[config.mk]
export PLATFORM = sky130hd
export DESIGN_NAME = mem_arbiter
export DESIGN_NICKNAME = d
export VERILOG_FILES = /design/src/rtl/mem_pkg.sv /design/src/rtl/resp_slot.sv /design/src/rtl/mem_arbiter.sv
export SDC_FILE = /design/constraint.sdc
export NUM_CORES = 1
export LEC_CHECK = 0
export ABC_AREA = 1
export BUFFER_PORTS_ARGS = -buffer_cell sky130_fd_sc_hd__buf_2
export CORE_ASPECT_RATIO = 0.7
export CORE_MARGIN = 3
export CORE_UTILIZATION = 37
export CTS_CLUSTER_SIZE = 8
export DETAILED_ROUTE_END_ITERATION = 10
export PLACE_DENSITY = 0.71
export SYNTH_ARGS = -nofsm -noshare
export SYNTH_HDL_FRONTEND = slang
export SYNTH_HIERARCHICAL = 1
export SYNTH_SLANG_ARGS = --single-unit
[constraint.sdc]
create_clock -name clk -period 3.2 [get_ports clk]
set_input_delay 0.16 -clock clk [delete_from_list [all_inputs] [get_ports clk]]
set_output_delay 0.16 -clock clk [all_outputs]
set_load 0.01 [all_outputs]
[src/rtl/mem_pkg.sv]
// Shared memory-access definitions: size codes, response payload and the
// alignment rule used by the data-side error check.
package mem_pkg;

    localparam int unsigned DATA_W = 32;
    localparam int unsigned SZ_W   = 2;

    typedef logic [SZ_W-1:0] size_t;

    localparam size_t SZ_NONE = 2'b00;
    localparam size_t SZ_BYTE = 2'b01;
    localparam size_t SZ_HALF = 2'b10;
    localparam size_t SZ_WORD = 2'b11;

    typedef struct packed {
        logic [DATA_W-1:0] data;
        logic              err;
    } resp_t;

    // True when an access of size sz cannot start at byte offset lsb.
    function automatic logic misaligned(input size_t sz, input logic [1:0] lsb);
        case (sz)
            SZ_HALF: return lsb[0];
            SZ_WORD: return lsb != 2'b00;
            default: return 1'b0;
        endcase
    endfunction

endpackage

[src/rtl/resp_slot.sv]
// One-entry response buffer; holds a response until the consumer accepts it.
module resp_slot
    import mem_pkg::*;
(
    input  logic              clk,
    input  logic              rst,
    input  logic              load,
    input  resp_t             load_resp,
    input  logic              rready,
    output logic              rvalid,
    output logic [DATA_W-1:0] rdata,
    output logic              err,
    output logic              free_c
);

    // A slot can accept a new response when empty or being drained this cycle.
    assign free_c = ~rvalid | rready;

    always_ff @(posedge clk or posedge rst) begin
        if (rst) begin
            rvalid <= 1'b0;
            rdata  <= '0;
            err    <= 1'b0;
        end else if (load) begin
            rvalid <= 1'b1;
            rdata  <= load_resp.data;
            err    <= load_resp.err;
        end else if (rvalid && rready) begin
            rvalid <= 1'b0;
            rdata  <= '0;
            err    <= 1'b0;
        end
    end

endmodule

[src/rtl/mem_arbiter.sv]
// Two-requester arbiter (instruction fetch, data load/store) onto a single
// memory port, with data priority bounded by an instruction anti-starvation count.
module mem_arbiter
    import mem_pkg::*;
#(
    parameter int unsigned ADDR_MSB     = 15,
    parameter int unsigned STARVE_LIMIT = 2
) (
    input  logic              clk,
    input  logic              rst,

    input  logic              i_req,
    input  logic [31:0]       i_addr,
    output logic              i_gnt,
    output logic              i_rvalid,
    output logic [31:0]       i_rdata,
    input  logic              i_rready,

    input  logic              d_req,
    input  logic [31:0]       d_addr,
    input  logic [1:0]        d_write_en,
    input  logic [1:0]        d_read_en,
    input  logic [31:0]       d_wdata,
    output logic              d_gnt,
    output logic              d_rvalid,
    output logic [31:0]       d_rdata,
    output logic              d_err,
    input  logic              d_rready,

    output logic [31:0]       m_addr,
    output logic [1:0]        m_write_en,
    output logic [1:0]        m_read_en,
    output logic [31:0]       m_wdata,
    input  logic [31:0]       m_rdata
);

    localparam int unsigned CNT_W = (STARVE_LIMIT < 1) ? 1 : $clog2(STARVE_LIMIT + 1);
    localparam logic [CNT_W-1:0] CNT_MAX = CNT_W'(STARVE_LIMIT);
    localparam logic [31:0] ADDR_MASK = 32'((64'd1 << (ADDR_MSB + 1)) - 64'd1);
    localparam logic [31:0] WORD_MASK = ~32'd3;

    logic             i_free_c;
    logic             d_free_c;
    logic             i_elig_c;
    logic             d_elig_c;
    size_t            d_size_c;
    logic             d_bad_c;
    resp_t            i_resp_c;
    resp_t            d_resp_c;
    logic [CNT_W-1:0] starve_cnt;

    assign i_elig_c = i_req & i_free_c;
    assign d_elig_c = d_req & d_free_c;

    // Malformed data requests still get a grant but never touch memory.
    assign d_size_c = d_write_en | d_read_en;
    assign d_bad_c  = ((d_write_en != SZ_NONE) == (d_read_en != SZ_NONE))
                    | misaligned(d_size_c, d_addr[1:0]);

    always_comb begin
        i_gnt = 1'b0;
        d_gnt = 1'b0;
        if (!rst) begin
            if (i_elig_c && d_elig_c) begin
                if (starve_cnt == CNT_MAX) i_gnt = 1'b1;
                else                       d_gnt = 1'b1;
            end else begin
                i_gnt = i_elig_c;
                d_gnt = d_elig_c;
            end
        end
    end

    always_comb begin
        m_addr     = '0;
        m_write_en = SZ_NONE;
        m_read_en  = SZ_NONE;
        m_wdata    = '0;
        if (i_gnt) begin
            m_addr    = i_addr & ADDR_MASK & WORD_MASK;
            m_read_en = SZ_WORD;
        end else if (d_gnt) begin
            m_addr = d_addr & ADDR_MASK;
            if (!d_bad_c) begin
                m_write_en = d_write_en;
                m_read_en  = d_read_en;
                if (d_write_en != SZ_NONE) m_wdata = d_wdata;
            end
        end
    end

    always_comb begin
        i_resp_c = '{data: m_rdata, err: 1'b0};
        d_resp_c = '{data: m_rdata, err: 1'b0};
        if (d_bad_c)                       d_resp_c = '{data: '0, err: 1'b1};
        else if (d_write_en != SZ_NONE)    d_resp_c = '{data: '0, err: 1'b0};
    end

    // Counts data wins taken while a fetch was also waiting.
    always_ff @(posedge clk or posedge rst) begin
        if (rst) begin
            starve_cnt <= '0;
        end else if (i_gnt) begin
            starve_cnt <= '0;
        end else if (d_gnt && i_elig_c && (starve_cnt != CNT_MAX)) begin
            starve_cnt <= starve_cnt + CNT_W'(1);
        end
    end

    resp_slot u_i_slot (
        .clk       (clk),
        .rst       (rst),
        .load      (i_gnt),
        .load_resp (i_resp_c),
        .rready    (i_rready),
        .rvalid    (i_rvalid),
        .rdata     (i_rdata),
        .err       (),
        .free_c    (i_free_c)
    );

    resp_slot u_d_slot (
        .clk       (clk),
        .rst       (rst),
        .load      (d_gnt),
        .load_resp (d_resp_c),
        .rready    (d_rready),
        .rvalid    (d_rvalid),
        .rdata     (d_rdata),
        .err       (d_err),
        .free_c    (d_free_c)
    );

endmodule

Word-level counts from Yosys, hierarchy flattened
Cells that the tools add are included.

Latch bits: 0. Memory bits (writable): 0. Bits in registers: 69. Memories: 0. Memory bits (read-only): 0.

Equality and inequality tests: 5. Add/subtract/negate cells: 1. $lt $le $gt $ge: 0. Multiplexer cells: 32. Shift operators: 0. Div/mod/pow operators: 0. Multiply operators: 0. Reductions and logical operators: 11. Bitwise operators: 8.

Operator list (number): 32-bit 2-to-1 mux (8); 33-bit 2-to-1 mux (2); 16-bit 2-to-1 mux (2); 2-bit 2-to-1 mux (8); 2-bit nonzero test (6); 1-bit 2-to-1 mux (11); 2-bit == test (second input constant) (3); 1-bit logical AND (5); 1-bit OR (3); 2-bit by 1-bit adder with 2-bit output (second input constant) (1); 1-bit AND (2); 2-bit inequality test (second input constant) (1); 1-bit NOT (2); 2-bit OR (1); 1-bit one-hot mux with 2 select lines (1); 1-bit == test (1).

Longest topological paths before layout
Gate-level depths: netlist of the first run.

Depth in word-level cells: 10. Mapped depth: 12. Depth with buffers taken out: 9.

By module
Netlist of the first run, hierarchy kept.

Modules (own cells, without submodules): resp_slot (instances 2, cells an instance 149, area each 1602.8 um^2); mem_arbiter (instances 1, cells an instance 249, area each 1146.1 um^2).

Worst setup path after synthesis of the first run
No wires, ideal clock.

Path type: register -> register. Start: register u_i_slot.rvalid. End: register u_d_slot.rdata[10]. Arrival: 1.759 ns. Setup slack: 1.324 ns. Cell stages (with the launch flop): 12. Required time: 3.083 ns. Cell sequence: dfrtp_1 -> inv_1 -> or2_2 -> nand3_1 -> nand2_1 -> inv_1 -> buf_4 -> buf_6 -> inv_12 -> buf_12 -> nand3_2 -> nand2_1.

Longest elaborated chain between the ends: 7. Elaborated cells between the ends (all ways): 8. Those cells by class: 3 x mux; 3 x bitwise; 2 x reduce/logical.

Ends and longest elaborated chain: start: declaration (line resp_slot.sv:10) `output logic rvalid,`; start signal: assignment (line resp_slot.sv:21) `rvalid <= 1'b0;`; start signal: assignment (line resp_slot.sv:25) `rvalid <= 1'b1;`; start signal: assignment (line resp_slot.sv:29) `rvalid <= 1'b0;`; 1-bit NOT * (line resp_slot.sv:17) `assign free_c = ~rvalid | rready;`; 1-bit OR * (line resp_slot.sv:17); via i_free_c (line mem_arbiter.sv:42) `logic i_free_c;`; 1-bit AND * (line mem_arbiter.sv:52) `assign i_elig_c = i_req & i_free_c;`; 1-bit logical AND * (line mem_arbiter.sv:64) `if (i_elig_c && d_elig_c) begin`; 1-bit 2-to-1 mux * (line mem_arbiter.sv:64); 1-bit 2-to-1 mux * (line mem_arbiter.sv:63) `if (!rst) begin`; via d_gnt (line mem_arbiter.sv:24) `output logic d_gnt,`; 32-bit 2-to-1 mux or 2-bit nonzero test (tied branches); end signal: assignment (line resp_slot.sv:26) `rdata <= load_resp.data;`; end: declaration (line resp_slot.sv:11) `output logic [DATA_W-1:0] rdata,`.

The timed path passes the listed nets; every way through them passes the cells marked *. A chain may end at the register's enable or synchronous reset.

Worst setup path after layout of the first run
Start: register u_i_slot.rvalid. End: output port m_wdata[15].

Longest elaborated chain between the ends: 8. Elaborated cells between the ends (all ways): 10. Those cells by class: 6 x mux; 3 x bitwise; 1 x reduce/logical.

Ends and longest elaborated chain: 1-bit NOT * (line resp_slot.sv:17); 1-bit OR * (line resp_slot.sv:17); via i_free_c (line mem_arbiter.sv:42); 1-bit AND * (line mem_arbiter.sv:52); 1-bit logical AND (line mem_arbiter.sv:64); 1-bit 2-to-1 mux (line mem_arbiter.sv:64); 1-bit 2-to-1 mux (line mem_arbiter.sv:63); 32-bit 2-to-1 mux (line mem_arbiter.sv:82) `end else if (d_gnt) begin`; 32-bit 2-to-1 mux * (line mem_arbiter.sv:79) `if (i_gnt) begin`; end: declaration (line mem_arbiter.sv:33) `output logic [31:0] m_wdata,`.

Marked as above.

==> parameters.txt, run 1 <==
Parameter                              Value

Run status
  Run status    complete, no violations

Placed design
  Cell area reported after detailed placement    5240 sq um
  Worst slack, placed    0.997 ns
  Placed cells    just under 900
  Weighted congestion reported at the end of routability-driven placement    0.798
  Port Buffer Count    224
  DP HPWL    9.60 mm

Clocking
  Clock Sinks    69
  Clock latency on the worst-skew pair    0.32 ns
  Maximum number of buffers from clock root to sink    2
  Deepest level of the CTS H-tree    3
  Clock root cell    clkbuf_16
  TritonCTS clock tree    built
  Clock transition at path regs    0.06 ns
  Number of CTS-inserted buffers    9

Global routing
  Number of global-route vias before repair    3,514
  Largest net degree at the start of global routing    36
  Wire length of the first global-routing pass    19.1 mm
  Antenna violations before repair    0
  Remaining Overflow, GRT    0
  Overall fraction of global-route tracks in use    0.189

Critical path
  Beginning of the worst register-to-register path    u_i_slot/rvalid
  Maximum net fanout on the critical path    32
  Critical path startpoint category    flip-flop
  Crit end category    primary output
  Path type of the worst setup path    reg -> out
  Critical path origin    u_i_slot/rvalid
  Worst path arrival time    2.41 ns
  Worst setup path endpoint    m_wdata[15]
  Worst reg2reg path endpoint    u_i_slot/rdata[3]
  Required time reported for the critical path endpoint    3.04 ns
  Worst R2R Setup Slack    about 1.1 ns
  Cell depth of the worst flop-to-flop path    9

Timing
  Setup violation total in the final timing report    0
  Final-report max-slew violation count    0
  Fmax    0.390 GHz
  Post-route clock period utilization    0.802
  Minimum period implied by the final worst setup slack    2.57 ns
  Hold Violations, Final    0
  Final setup slack of the worst path    0.634 ns
  Worst Skew    0.00445 ns
  RSZ-0062 raised after global routing    no
  Final sum of negative setup slack    0 ns
  Slew HR    0.526
  Transition at the pin with the smallest max-transition slack    ~0.71 ns

Cells and area
  Post-layout net count    889
  Non-Filler Instances    just over 900
  Area of combinational cells with multiple inputs    around 2100 sq um
  Final design area excluding fillers    5530 sq um
  Synthesis-to-finish area growth    28.3%
  Inserted Diodes    0
  Sequential cell area    1730 sq um
  Fraction of final layout cells with drive strength greater than 1    0.432
  Filler cell count in the final layout    1,137

Route
  Number of vias after detailed routing    4,101
  Routed wire length per instance    14.5 um
  DRT iter0 DRCs    272
  Number of vias per cell after detailed routing    4.52
  Post-detailed-route DRC marker count    0
  Number of iterations in the first detailed-routing pass    5
  Final wirelength    13.1 mm
  Number of nets with antenna violations after detailed routing    0

Synthesis
  Average instance area after synthesis    7.94 sq um
  Syn. warnings    6
  Instance count of the mapped netlist    543
  Area of the mapped netlist    4310 sq um

Floorplanning
  Overall die area    13,000 sq um
  X dimension of the die    135 um
  # IOs    275
  Starting Density    0.386
  Row cnt    32
  Die H    96.3 um
  Core box area    11,200 sq um

Power
  Pwr/cell area    approximately 460 nW/um^2
  Maximum VDD drop    0.233 mV
  Total power after layout    2560 uW
  Leakage Power    roughly 0.0032 uW

Hold path
  Hold Crit Class    in -> reg

Job
  Total of max-cap violations    0
==> placed cells by master (no fill, tap or decap) <==
cell type / count
clkinv_4: 1
buf_4: 6
clkinv_2: 3
o21ai_1: 3
conb_1: 16
nor2_1: 74
inv_1: 10
nand3_2: 66
ha_1: 1
buf_2: 224
o21ai_0: 6
nand2_1: 243
o21ai_2: 1
nor2_4: 1
or2_1: 1
inv_12: 2
clkbuf_8: 1
dlygate4sd3_1: 1
clkbuf_16: 9
nand2_4: 2
nand3_1: 5
clkinvlp_4: 2
dfrtp_1: 69
nand2_2: 4
inv_2: 2
or2_2: 2
==> registers in the layout, indices dropped and copies added, names as in the netlist <==
register / cells
u_i_slot/rdata: 32
u_d_slot/err: 1
u_d_slot/rdata: 32
u_d_slot/rvalid: 1
starve_cnt: 2
u_i_slot/rvalid: 1
==> area by class of cell <==
| cell class | count | share of cell area |
|---|---|---|
| tap | 153 | 0.0346 |
| inverter | 14 | 0.0140 |
| clock inverter | 6 | 0.00702 |
| timing repair buffer | 231 | 0.213 |
| clock buffer | 10 | 0.0432 |
| sequential | 69 | 0.312 |
| multi-input combinational | 425 | 0.376 |
==> critical path, cell delays in order, from the launching register on <==
cell and delay, ns:
dfrtp_1 0.40, inv_1 0.07, or2_2 0.31, nand2_1 0.10
nor2_1 0.07, o21ai_2 0.11, nand3_2 0.52, nor2_1 0.32
buf_2 0.18
==> how the worst min path moves through the flow <==
stage	endpoint	cells after the start	slack, ns	start
4_1_cts	u_i_slot/rdata[31]	3	0.04	m_rdata[31]
5_1_grt	u_i_slot/rdata[31]	3	0.05	m_rdata[31]
3_3_place_gp	starve_cnt[1]	2	0.07	rst
3_5_place_dp	starve_cnt[0]	2	0.07	rst
2_1_floorplan	starve_cnt[0]	1	-0.1	rst
6_report	u_i_slot/rdata[31]	3	0.05	m_rdata[31]
==> per-stage QoR <==
stage / hold WS, ns / utilization
global route: 0.0481 / 0.495
detailed placement: 0.0690 / 0.469
CTS: 0.0385 / 0.495
global placement: 0.0690 / 0.469
finish: 0.0511 / 0.495
floorplan: -0.0988 / -
==> power breakdown <==
group | switching [uW] | internal (uW) | leakage [uW] | total (uW)
Sequential | 67.3 | 971 | 0.000925 | 1040
Clock | 371 | 542 | 0.000134 | 913
Combinational | 381 | 229 | 0.00215 | 610
==> layer usage <==
| metal | wire length (um) | vias to the layer above | GRT usage | part of all wire |
|---|---|---|---|---|
| met4 | 59 | 0 | 0.0352 | 0.0045 |
| met2 | 5980 | 129 | 0.283 | 0.45 |
| met5 | 0 | - | 0 | 0 |
| li1 | - | 2071 | - | - |
| met3 | 749 | 4 | 0.0408 | 0.057 |
| met1 | 6360 | 1897 | 0.283 | 0.48 |
==> timing repair <==
action                     in CTS  in global routing
buffers inserted                0                  0
setup endpoints to repair       0                  0
hold buffers                    1                  0
resized for setup               0                  0
hold endpoints to repair        7                  0
Power figures use the tool's default switching activity.
==> run 2, diff against run 1 <==
--- a/config.mk
+++ b/config.mk
@@ -12,7 +12,7 @@
 export CORE_UTILIZATION = 37
 export CTS_CLUSTER_SIZE = 8
 export DETAILED_ROUTE_END_ITERATION = 10
-export PLACE_DENSITY = 0.71
+export PLACE_DENSITY = 0.74
 export SYNTH_ARGS = -nofsm -noshare
 export SYNTH_HDL_FRONTEND = slang
 export SYNTH_HIERARCHICAL = 1
==> constraint.sdc (replaced) <==
create_clock -name clk -period 2.3 [get_ports clk]
set_input_delay 0.115 -clock clk [delete_from_list [all_inputs] [get_ports clk]]
set_output_delay 0.115 -clock clk [all_outputs]
set_load 0.01 [all_outputs]
==> run 2 against run 1 <==
Effect of this change:
- first-iteration DRC count fell by 0.74%
- design area is 2.9% higher
- global-route usage rose by 0.097 points
- cell count up 0.55%
==> parameters.txt, run 2 (synthesis gave the netlist of run 1 again) <==
Parameter                              Value

Route
  Number of nets with antenna violations after detailed routing    0
  DRT iter0 DRCs    270
  Post-detailed-route DRC marker count    0
  Number of vias per cell after detailed routing    4.51
  Number of vias after detailed routing    4,122
  Routed wire length per instance    14.3 um
  Final wirelength    between 10 and 15 mm
  Number of iterations in the first detailed-routing pass    6

Timing
  Final-report max-slew violation count    0
  RSZ-0062 raised after global routing    yes
  Transition at the pin with the smallest max-transition slack    0.724 ns
  Fmax    0.453 GHz
  Post-route clock period utilization    0.959
  Slew HR    0.515
  Worst Skew    between 0.003 and 0.004 ns
  Setup violation total in the final timing report    0
  Minimum period implied by the final worst setup slack    2.21 ns
  Hold Violations, Final    0

Cells and area
  Filler cell count in the final layout    1,108
  Regs by FF count    u_d_slot/rdata: 32 flops, u_i_slot/rdata: 32 flops, starve_cnt: 2 flops
  Top library cells by usage in the layout, fill and taps aside    nand2_1 (243), buf_2 (224), nor2_1 (73)
  Core Util, Final    0.509
  Fraction of final layout cells with drive strength greater than 1    0.436
  Non-Filler Instances    a little over 900
  Inserted Diodes    0
  Synthesis-to-finish area growth    32.0%
  Most frequent standard cell in the layout excluding fill and tap cells    nand2_1
  Post-layout net count    894

Critical path
  Standard cell with the maximum stage delay on the critical path    dfrtp_1
  Worst R2R Setup Slack    roughly 0.36 ns
  Biggest cell delay along the critical path    0.40 ns
  Path type of the worst setup path    reg -> out
  Worst path cell trace    inv_1 -> or2_2 -> nand3_1 -> nand3_2 -> nand2_4 -> nand2_1 -> nor2_1 -> buf_2
  Worst path arrival time    2.09 ns
  Maximum net fanout on the critical path    16
  Crit end category    primary output
  Critical path startpoint category    flip-flop
  Required time reported for the critical path endpoint    2.18 ns

Floorplanning
  Row cnt    32
  Starting Density    0.386
  Overall die area    13,000 sq um
  Die H    96.3 um
  # IOs    275
  X dimension of the die    between 100 and 150 um
  Core box area    11,200 sq um

Hold path
  Hold Crit Class    in -> reg

Placed design
  Placed cells    between 800 and 900
  Port Buffer Count    224
  DP HPWL    9.45 mm
  Weighted congestion reported at the end of routability-driven placement    0.780

Power
  Leakage Power    0.00327 uW
  Pwr/cell area    667 nW/um^2
  Maximum VDD drop    ~0.32 mV

Run status
  Run status    complete, no violations

Clocking
  Maximum number of buffers from clock root to sink    2
  Clock Sinks    69
  Number of CTS-inserted buffers    9
  Count of buffers added by post-CTS timing repair for setup    0
  TritonCTS clock tree    built
  Deepest level of the CTS H-tree    3
  Clock transition at path regs    0.06 ns
  Clock root cell    clkbuf_16
  Clock latency on the worst-skew pair    0.32 ns

Global routing
  Antenna violations before repair    0
  Remaining Overflow, GRT    0
  Overall fraction of global-route tracks in use    0.190
  Largest net degree at the start of global routing    36
  Number of global-route vias before repair    3,661
  Wire length of the first global-routing pass    19.4 mm

Job
  Total of max-cap violations    0
## run 2: metal layers
| layer | global-route usage | up-vias | part of all wire |
|---|---|---|---|
| met5 | 0 | - | 0 |
| met2 | 0.287 | 134 | 0.46 |
| li1 | - | 2073 | - |
| met1 | 0.272 | 1913 | 0.46 |
| met4 | 0.0327 | 0 | 0.0034 |
| met3 | 0.0601 | 2 | 0.080 |
## run 2: critical path: cells and delay by family, from the launching register on
family                 cells  cell delay [ns]
flip-flops                 1             0.40
buffers and inverters      2             0.21
AND/OR/NAND/NOR            6             1.16
## run 2: path summary, 6_finish.rpt
path / start / end / cells after the start
min in group asynchronous: rst / starve_cnt[0] / 3
max in group asynchronous: rst / u_d_slot/rdata[23] / 4
worst max register to register: u_i_slot/rvalid / u_d_slot/rdata[2] / 8
worst min-delay path: m_rdata[12] / u_i_slot/rdata[12] / 3
worst max-delay path: u_i_slot/rvalid / m_wdata[26] / 8
worst min register to register: u_i_slot/rdata[28] / u_i_slot/rdata[28] / 2
## run 2: cell type report
| cell class | count | area (sq um) | area share |
|---|---|---|---|
| Timing Repair Buffer | 235 | 1240 | 0.218 |
| Sequential cell | 69 | 1730 | 0.303 |
| Clock buffer | 10 | 239 | 0.0420 |
| Clock inverter | 6 | 86.3 | 0.0152 |
| Inverter | 14 | 82.6 | 0.0145 |
| Multi-Input combinational cell | 426 | 2120 | 0.373 |
| Tap cell | 153 | 191 | 0.0336 |
## run 2: per-stage QoR
step           hold slack (ns)  total power, uW  cell area [sq um]  setup TNS [ns]  worst slack [ns]
6_report               0.00855             3790               5690               0            0.0938
4_1_cts                0.00146             3830               5640               0            0.0931
5_1_grt                0.00207             4010               5690          -0.668           -0.0460
2_1_floorplan           -0.144             2030               4370               0             0.424
3_5_place_dp            0.0331             2330               5270               0             0.328
3_3_place_gp            0.0253             2310               5270               0             0.330
## run 2: what timing repair did
action / in CTS / in global routing
gates cloned: 0 / 1
hold buffers: 4 / 0
setup endpoints to repair: 6 / 32
hold endpoints to repair: 53 / 0
pin swaps: 0 / 2
resized for setup: 1 / 8
## run 2: where the power goes
| part | switching (uW) | internal [uW] |
|---|---|---|
| logic | 532 | 332 |
| registers | 95.7 | 1350 |
| clock network | 506 | 976 |
==> run 3, diff against run 2 <==
--- a/config.mk
+++ b/config.mk
@@ -7,12 +7,13 @@
 export LEC_CHECK = 0
 export ABC_AREA = 1
 export BUFFER_PORTS_ARGS = -buffer_cell sky130_fd_sc_hd__buf_2
-export CORE_ASPECT_RATIO = 0.7
+export CORE_ASPECT_RATIO = 2
 export CORE_MARGIN = 3
 export CORE_UTILIZATION = 37
 export CTS_CLUSTER_SIZE = 8
 export DETAILED_ROUTE_END_ITERATION = 10
 export PLACE_DENSITY = 0.74
+export SETUP_SLACK_MARGIN = 0.4
 export SYNTH_ARGS = -nofsm -noshare
 export SYNTH_HDL_FRONTEND = slang
 export SYNTH_HIERARCHICAL = 1
==> run 3 against run 2 <==
Effect of this change:
- critical path depth grew 1
- global-route usage rose by 3.4 points
- setup slack better by 0.095 ns
- largest power group unchanged
- highest routed layer unchanged
==> parameters.txt, run 3 (synthesis gave the netlist of run 1 again) <==
Parameter                              Value

Critical path
  Critical path origin    u_d_slot/rvalid
  Worst R2R Setup Slack    0.28 ns
  Cell family with most CP delay    simple AND/OR/NAND/NOR gates
  Number of gates on the worst path with buffers counted    9
  Critical path startpoint category    flip-flop
  Cell depth of the worst flop-to-flop path    13
  Required time reported for the critical path endpoint    2.18 ns
  Standard cell with the maximum stage delay on the critical path    dfrtp_1
  Crit end category    primary output
  Worst setup path endpoint    m_wdata[0]
  Worst reg2reg path endpoint    u_d_slot/rdata[20]
  Path type of the worst setup path    reg -> out
  Worst path cell trace    inv_1 -> or2_4 -> nand2_4 -> nor2_4 -> nand3_4 -> nand2_8 -> nand2_1 -> nor2_1 -> buf_2
  Beginning of the worst register-to-register path    u_d_slot/rvalid
  Worst path arrival time    2.00 ns
  Maximum net fanout on the critical path    8
  Biggest cell delay along the critical path    0.38 ns
  WP buf/inv    2

Power
  Pwr/cell area    625 nW/um^2
  Total power after layout    4000 uW
  Maximum VDD drop    a little under 0.5 mV
  Leakage Power    0.00358 uW

Global routing
  Largest net degree at the start of global routing    36
  Antenna violations before repair    1
  Wire length of the first global-routing pass    21.3 mm
  Remaining Overflow, GRT    0
  Overall fraction of global-route tracks in use    0.225
  Number of global-route vias before repair    4,058

Cells and area
  Post-layout net count    921
  Top library cells by usage in the layout, fill and taps aside    buf_2 (216), nand2_1 (208), dfrtp_1 (69)
  Final design area excluding fillers    6400 sq um
  Synthesis-to-finish area growth    48.6%
  Regs by FF count    u_d_slot/rdata: 32 flops, u_i_slot/rdata: 32 flops, starve_cnt: 2 flops
  Filler cell count in the final layout    around 1,000
  Most frequent standard cell in the layout excluding fill and tap cells    buf_2
  Fraction of final layout cells with drive strength greater than 1    0.515

Run status
  Run status    complete, no violations

Placed design
  Weighted congestion reported at the end of routability-driven placement    roughly 0.78
  Worst slack, placed    0.253 ns
  Port Buffer Count    224
  DP HPWL    about 11 mm
  Cell area reported after detailed placement    between 5000 and 6000 sq um

Timing
  RSZ-0062 raised after global routing    yes
  Final setup slack of the worst path    ~0.19 ns
  Fin Hold WS    0.0145 ns
  Hold Violations, Final    0
  Post-route clock period utilization    0.918
  Final sum of negative setup slack    0 ns
  Worst Skew    0.00517 ns
  Final-report max-slew violation count    0
  Transition at the pin with the smallest max-transition slack    0.653 ns
  Slew HR    0.563
  Fmax    approximately 0.47 GHz
  Setup violation total in the final timing report    0
  Minimum period implied by the final worst setup slack    2.11 ns

Floorplanning
  Row cnt    55
  Die H    roughly 160 um
  X dimension of the die    82.3 um
  Overall die area    13,100 sq um
  # IOs    275
  Starting Density    0.380
  Core box area    11,400 sq um

Clocking
  TritonCTS clock tree    built
  Number of CTS-inserted buffers    9
  Clock latency on the worst-skew pair    0.33 ns
  Maximum number of buffers from clock root to sink    2
  Clock root cell    clkbuf_16
  Clock Sinks    69
  Deepest level of the CTS H-tree    3
  Clock transition at path regs    0.06 ns

Route
  Number of vias per cell after detailed routing    4.82
  Number of vias after detailed routing    4,484
  Routed wire length per instance    between 15 and 20 um
  Final wirelength    16.3 mm
  Number of iterations in the first detailed-routing pass    4
  DRT iter0 DRCs    167
  Number of nets with antenna violations after detailed routing    0
  Post-detailed-route DRC marker count    0

Hold path
  Hold Crit Class    in -> reg

Job
  Total of max-cap violations    0
-- run 3: cell count changes in the layout (fill, tap and decap cells not counted), moves of 8 or more --
cell and change:
nor2_1 -15, nand2_1 -35, nand2_4 +14, buf_2 -8, nand2_2 +21, nor2_2 +9
buf_6 +10
-- run 3: final cells by class --
type / count / area [sq um] / area share
multi-input cells: 428 / 2430 / 0.380
clock inverters: 7 / 90.1 / 0.0141
well taps: 142 / 178 / 0.0278
repair buffers: 258 / 1620 / 0.253
inverters: 14 / 106 / 0.0166
repair inverters: 2 / 22.5 / 0.00352
clock buffers: 9 / 225 / 0.0352
diodes: 1 / 2.50 / 0.000391
flip-flops and latches: 69 / 1730 / 0.270
-- run 3: worst register-to-register path: cells and delay by family, from the launching register on --
family	cells	cell delay, ns
buf+inv	7	0.90
simple gates	6	0.71
flops	1	0.35
-- run 3: metrics by stage --
step	std cells	utilization
6_report	930	0.564
5_1_grt	930	0.564
4_1_cts	918	0.524
3_5_place_dp	881	0.462
3_3_place_gp	881	0.462
2_1_floorplan	558	-
-- run 3: worst min-delay path by stage --
| stage | startpoint | end | slack (ns) | cells after the start |
|---|---|---|---|---|
| floorplan | rst | starve_cnt[0] | -0.14 | 1 |
| global placement | rst | starve_cnt[0] | 0.03 | 2 |
| detailed placement | rst | starve_cnt[1] | 0.03 | 2 |
| CTS | i_rready | u_i_slot/rvalid | 0.004 | 2 |
| global route | i_rready | u_i_slot/rvalid | 0.02 | 2 |
| finish | i_rready | u_i_slot/rvalid | 0.01 | 2 |
-- run 3: repair_timing --
action	4_1_cts	5_1_grt
setup buffers	8	7
pin swaps	5	24
endpoints found under the setup margin	103	69
gates resized for setup	31	89
hold buffers	9	0
endpoints found under the hold margin	45	0
cloned	4	4
-- run 3: layer usage --
layer / track usage / vias up / part of all wire
met4: 0.0674 / 0 / 0.025
met1: 0.205 / 2096 / 0.32
met2: 0.460 / 226 / 0.58
li1: - / 2134 / -
met3: 0.0498 / 28 / 0.082
met5: 0 / - / 0
-- run 3: report_power, final --
group	internal (uW)	switching (uW)
clock network	942	524
registers	1350	91.7
logic	442	650
total	2740	1270
